### src/rtl/led_blinker.sv
// Drives one active-low LED pad with a commanded number of fixed-length blinks.
// A start/busy/done handshake sequences each command; abort cancels at once.
module led_blinker #(
    parameter int ON_TICKS  = 128,
    parameter int OFF_TICKS = 128,
    parameter int TIMER_W   = 8
) (
    input  logic       clk,
    input  logic       rst_n,
    input  logic       start,
    input  logic [3:0] blink_count,
    input  logic       abort,
    output logic       busy,
    output logic       done,
    output logic       led_out,
    output logic [1:0] fsm_state
);

    // Handshake: start is taken only in IDLE with abort low; busy stays high from the
    // edge after acceptance until the sequence ends; done pulses one cycle on normal
    // completion only. blink_count is sampled with the accepted start and never again.

    typedef enum logic [1:0] {
        IDLE = 2'd0,
        ON   = 2'd1,
        OFF  = 2'd2,
        FIN  = 2'd3
    } state_t;

    localparam logic [TIMER_W-1:0] ON_LAST  = TIMER_W'(ON_TICKS - 1);
    localparam logic [TIMER_W-1:0] OFF_LAST = TIMER_W'(OFF_TICKS - 1);

    state_t             state;
    logic [TIMER_W-1:0] timer;
    logic [3:0]         remaining;

    assign fsm_state = state;

    always_ff @(posedge clk) begin
        if (!rst_n) begin
            state     <= IDLE;
            timer     <= '0;
            remaining <= '0;
            led_out   <= 1'b1;
            busy      <= 1'b0;
            done      <= 1'b0;
        end else begin
            done <= 1'b0;
            case (state)
                IDLE: begin
                    if (start && !abort) begin
                        timer <= '0;
                        if (blink_count != 4'd0) begin
                            state     <= ON;
                            remaining <= blink_count;
                            led_out   <= 1'b0;
                            busy      <= 1'b1;
                        end else begin
                            state <= FIN;
                            done  <= 1'b1;
                        end
                    end
                end
                ON: begin
                    if (abort) begin
                        state     <= IDLE;
                        timer     <= '0;
                        remaining <= '0;
                        led_out   <= 1'b1;
                        busy      <= 1'b0;
                    end else if (timer == ON_LAST) begin
                        state   <= OFF;
                        timer   <= '0;
                        led_out <= 1'b1;
                    end else begin
                        timer <= timer + TIMER_W'(1);
                    end
                end
                OFF: begin
                    if (abort) begin
                        state     <= IDLE;
                        timer     <= '0;
                        remaining <= '0;
                        busy      <= 1'b0;
                    end else if (timer == OFF_LAST) begin
                        timer     <= '0;
                        remaining <= remaining - 4'd1;
                        // The last blink's dark phase hands straight over to the done pulse.
                        if (remaining == 4'd1) begin
                            state <= FIN;
                            busy  <= 1'b0;
                            done  <= 1'b1;
                        end else begin
                            state   <= ON;
                            led_out <= 1'b0;
                        end
                    end else begin
                        timer <= timer + TIMER_W'(1);
                    end
                end
                FIN: begin
                    state     <= IDLE;
                    timer     <= '0;
                    remaining <= '0;
                end
                default: begin
                    state   <= IDLE;
                    led_out <= 1'b1;
                    busy    <= 1'b0;
                end
            endcase
        end
    end

endmodule

### config.mk
export PLATFORM = sky130hd
export DESIGN_NAME = led_blinker
export DESIGN_NICKNAME = d
export VERILOG_FILES = /design/src/rtl/led_blinker.sv
export SDC_FILE = /design/constraint.sdc
export NUM_CORES = 1
export LEC_CHECK = 0
export ABC_CLOCK_PERIOD_IN_PS = 1390
export CORE_ASPECT_RATIO = 1.2
export CORE_UTILIZATION = 31
export CTS_CLUSTER_SIZE = 16
export DETAILED_ROUTE_END_ITERATION = 16
export MAX_ROUTING_LAYER = met4
export PLACE_DENSITY = 0.52
export SLEW_MARGIN = 20
export SYNTH_ARGS = -nofsm -noshare
export SYNTH_HDL_FRONTEND = slang
export SYNTH_SLANG_ARGS = --single-unit
### constraint.sdc
create_clock -name clk -period 1.39 [get_ports clk]
set_clock_uncertainty 0.05 [all_clocks]
set_input_delay 0.278 -clock clk [delete_from_list [all_inputs] [get_ports clk]]
set_output_delay 0.278 -clock clk [all_outputs]
set_load 0.02 [all_outputs]
# Word-level counts from Yosys, hierarchy flattened
# Index checks and enable logic that the tools add are counted.
dict set report totals {
  regBits 17
  output_inout_bits 5
}
dict set report classes {
  n_addsub 2
  n_eq_ne 14
  mux 39
  reduce_logical 10
}
# operator n
set op_table {}
lappend op_table {{2-to-1 mux 8 bit} 3}
lappend op_table {{case mux 8 bit (3 select lines)} 1}
lappend op_table {{2-to-1 mux 4 bit} 5}
lappend op_table {{2-to-1 mux 1 bit} 18}
lappend op_table {{case mux 4 bit (4 select lines)} 1}
lappend op_table {{2-to-1 mux 2 bit} 7}
lappend op_table {{inequality test 2 bit (second input constant)} 6}
lappend op_table {{inequality test 3 bit (second input constant)} 3}
lappend op_table {{adder 8 x 1 -> 8 bit (second input constant)} 1}
lappend op_table {{== test 8 x 7 -> 1 bit (second input constant)} 1}
lappend op_table {{case mux 2 bit (4 select lines)} 1}
lappend op_table {{AND reduction 7 bit} 1}
lappend op_table {{case mux 1 bit (3 select lines)} 2}
lappend op_table {{AND reduction 6 bit} 1}
lappend op_table {{== test 2 bit (second input constant)} 2}
lappend op_table {{== test 4 x 1 -> 1 bit (second input constant)} 1}
lappend op_table {{AND reduction 4 bit} 1}
lappend op_table {{nonzero test 4 bit} 1}
lappend op_table {{subtractor 4 x 1 -> 4 bit (second input constant)} 1}
lappend op_table {{AND reduction 3 bit} 1}
lappend op_table {{nonzero test 3 bit} 1}
lappend op_table {{== test 2 x 1 -> 1 bit (second input constant)} 1}
lappend op_table {{zero test 2 bit} 1}
lappend op_table {{case mux 1 bit (2 select lines)} 1}
lappend op_table {{3 further kinds} 3}

# Logic depth before layout (Yosys ltp)
dict set report logic_depth {
  word_depth 5
  mapped_depth 8
  ltp_nobuf 6
}

# Worst setup path before layout
# Ideal clock, no wire load.
dict set report synth_path {
  path_type {reg2reg}
  from {reg state[0], in the netlist fsm_state[0]}
  to {reg remaining[2]}
  setup_ps 126
  t_arrival_ps 1539
  t_required_ps 1214
  path_slack_ps -325
  stages_incl_launch_ff 7
  synth_period_minus_slack_ps 1715
  path_cell_list {dfxtp_1 inv_1 ha_1 buf_2 and2_1 o41ai_1 a21oi_1}
}
dict set report synth_via {
  elab_chain_len 3
}
# item line_no
set synth_rtl {}
lappend synth_rtl {{start: declaration} 33} ;# state_t state;
lappend synth_rtl {{start signal: assignment} 41} ;# state <= IDLE;
lappend synth_rtl {{start signal: assignment} 54} ;# state <= ON;
lappend synth_rtl {{start signal: assignment} 59} ;# state <= FIN;
lappend synth_rtl {{== test 2 bit, or another cell as far along} 49} ;# case (state)
lappend synth_rtl {{inequality test 3 bit (no source line) or inequality test 2 bit (tied branches)} -}
lappend synth_rtl {{AND reduction 4 bit (no source line)} -}
lappend synth_rtl {{end signal: assignment} 55} ;# remaining <= blink_count;
lappend synth_rtl {{end signal: assignment} 87} ;# remaining <= remaining - 4'd1;
lappend synth_rtl {{end: declaration} 35} ;# logic [3:0] remaining;
# Several ways; a longest one is shown, not always the timed one.
# A chain may end at the register's enable or synchronous reset.

# Final worst setup path
dict set report layout_path {
  from {reg state[1], in the netlist fsm_state[1]}
  to {reg remaining[3]}
}
# The elaborated chain is that of the path after synthesis.

==> impl_metrics.toml <==
[worst_hold_path]
hold_end = "busy"
hold_class = "reg -> reg"
hp-start = "busy"
holdPathStages = 2

[critical_path]
path_class = "reg -> reg"
crit_arrival_ps = 1680
setup.worst_path.end_class = "register"
critical_path.startpoint_type = "register"
reg2reg_depth = 6
worstPathCellList = "inv_6, ha_4, or2b_4, a21boi_4, nand3_2, o211a_1"
crit_buf_inv = 1
worst_path_max_delay_cell = "dfxtp_4"
max_stage_delay_ps = 390
crit-reg2reg-launch = "fsm_state[1]"
r2r_slack_ps = -190
cp_top_family = "compound AO/OA/AOI/OAI gates"
worstPathRequired_ps = 1490
r2r_end = "remaining[3]"
crit_path_max_fanout = 4

[drt]
dr.pass1.iters = 10
vias = 1184
wl_um = 3560
avgRoutedWirePerCell_um = 16.0
drcViolationCount = 1
ant_nets = 0
drt_iter0_drc = 23
via_per_inst = 5.33

[synthesis]
synth_edf_count = 0
synth_nets = 146
ys.flop_type = "dfxtp_1"
synthCells = 131
ys_warn_count = 0
postSynth.asyncResetShare_pct = 0
ys_ff_latch = 17
ys_seq_area_share_pct = 29.2
synth_cell_type_count = 50
synth_area_um2 = 1160
synth_area_per_cell_um2 = 8.88

[timing]
fin_tns_setup_ps = -1110
slew_headroom_pct = 77.6
setup_viol = 9
period_needed_ps = 1580
period_share_pct = 114
fmax_mhz = 633
final_hold_viol_count = 0
worstMarginPinSlew_ps = 336
rsz0062_at_grt = "true"
slew_viol_final = 0
holdWs_ps = 414
fin_ws_ps = -191

[final_layout]
post-route-util_pct = 51.8
drive_gt1_share_pct = 54.1
antenna-diode-count = 0
synthToLayoutAreaGrowth_pct = 60.4
final_cells = 222
nFillCells = 346
multi_input_area_um2 = 956
regArea_um2 = 353
final_nets = 199

[place]
dpl.cell_count = 211
port_buffers = 12
dp_hpwl_um = 2580
globalplace.congestion = 0.874

[power]
p_leak_uw = 0.000804
ir_drop_uv = 884
p_total_uw = 3450
p_per_area_nw_per_um2 = 1850

[die]
core_um2 = 3600
row_count = 24
dieArea_um2 = 4000
start_util_pct = 32.3
die_height_um = 69.1
die_w_um = 57.9
io_pins = 13

[clocking]
cts_made_buffers = 3
clkLatencyLatePin_ps = 260
clockBufferDepth = 2
cts_max_level = 1
root_buffer = "clkbuf_8"
cts_tree = "built"
cts_hold_buffers = 0
path_clk_slew_ps = 70
clock-sinks = 17

[grt]
grt_max_degree = 11
groute.usage.overall_pct = 19.6
grt_pass1_wl_um = 5880
grt_pass1_vias = 1295
antenna_found_initial = 0
grt_overflow_total = 0

[status]
violations = "DRC, setup timing"
status = "finished, violations left"

[job]
cap_violations = 0
state kept, by name, indices dropped and copies added, names as in the netlist:
| register | count |
|---|---|
| done | 1 |
| busy | 1 |
| timer | 8 |
| remaining | 4 |
| led_out | 1 |
| fsm_state | 2 |
worst max-delay path by stage:
stage | startpoint | to | depth (start not counted)
after floorplan | fsm_state[1] | led_out | 6
after global placement | abort | remaining[1] | 6
after detailed placement | abort | remaining[0] | 6
after CTS | fsm_state[1] | remaining[3] | 6
after global routing | timer[0] | remaining[3] | 6
final | fsm_state[1] | remaining[3] | 6
timing repair:
action | CTS | global route
setup buffers | 7 | 1
setup endpoints to repair | 22 | 18
pin swaps | 10 | 14
gates resized for setup | 19 | 24
hold endpoints to repair | 0 | 0
report_power, final:
part / total [uW] / internal [uW] / switching [uW] / leakage, uW
clock: 388 / 200 / 188 / 0.0000255
combinational: 2300 / 1150 / 1140 / 0.000637
sequential: 762 / 631 / 131 / 0.000142
total: 3450 / 1980 / 1460 / 0.000804
metal layers:
layer	GRT usage [%]	share of wire [%]	vias up
met2	33.8	55	15
met5	-	0	-
met1	21.9	41	568
li1	-	-	593
met3	2.06	1.7	8
met4	9.52	2.1	0
final cells by class:
type                            count  share of cell area, %
Tap cell                           39                   2.61
Clock inverter                      1                  0.268
Clock buffer                        3                   2.21
Multi-Input combinational cell    101                   51.2
Sequential cell                    17                   18.9
Inverter                           10                   2.55
Timing Repair Buffer               51                   22.3
kinds of logic after synthesis:
family,Yosys count,synth area share (%)
AO/OA/AOI/OAI,35,24.7
XOR/XNOR,7,5.27
adder cells (fa/ha/maj),7,7.53
buffers and inverters,13,4.73
flip-flops,17,29.2
multiplexers,2,1.72
AND/OR/NAND/NOR,50,26.8
placed cells by master (no fill, tap or decap), types with 4 or more instances in the layout:
master and count:
nand2_1 8, inv_1 6, xnor2_1 5, a21oi_1 4
o21ai_2 4, dfxtp_2 4, nor2_1 8, dfxtp_1 11
dlygate4sd2_1 5, buf_4 36, clkdlybuf4s50_1 5, ha_4 5
nor2_2 5
cell usage after synthesis, drive strengths merged (2+ instances only):
cell | n | area share, %
a211oi | 4 | 2.6
a21oi | 7 | 3.3
a22oi | 2 | 1.3
buf | 3 | 1.5
dfxtp | 17 | 29
ha | 7 | 7.5
inv | 10 | 3.2
mux2i | 2 | 1.7
nand2 | 9 | 2.9
nand2b | 4 | 2.8
nand3 | 3 | 1.7
nand4 | 3 | 2.2
nor2 | 14 | 4.7
nor3 | 3 | 1.7
nor4 | 4 | 3.2
o2111ai | 3 | 2.3
o211a | 2 | 1.7
o211ai | 2 | 1.3
o21ai | 4 | 2.7
o31ai | 3 | 1.9
o41ai | 2 | 2.2
xnor2 | 5 | 3.8
xor2 | 2 | 1.5
worst min-delay path, stage by stage (launching register included):
cell and delay [ps]:
dfxtp_1 310, nand2_1 50, mux2i_1 60
stage by stage:
stage | worst slack [ps] | cell area (um^2)
after floorplan | -94.9 | 1270
after global placement | -467 | 1650
after detailed placement | -527 | 1650
after CTS | -159 | 1780
after global routing | -261 | 1870
final | -191 | 1870
Power figures use the tool's default switching activity.
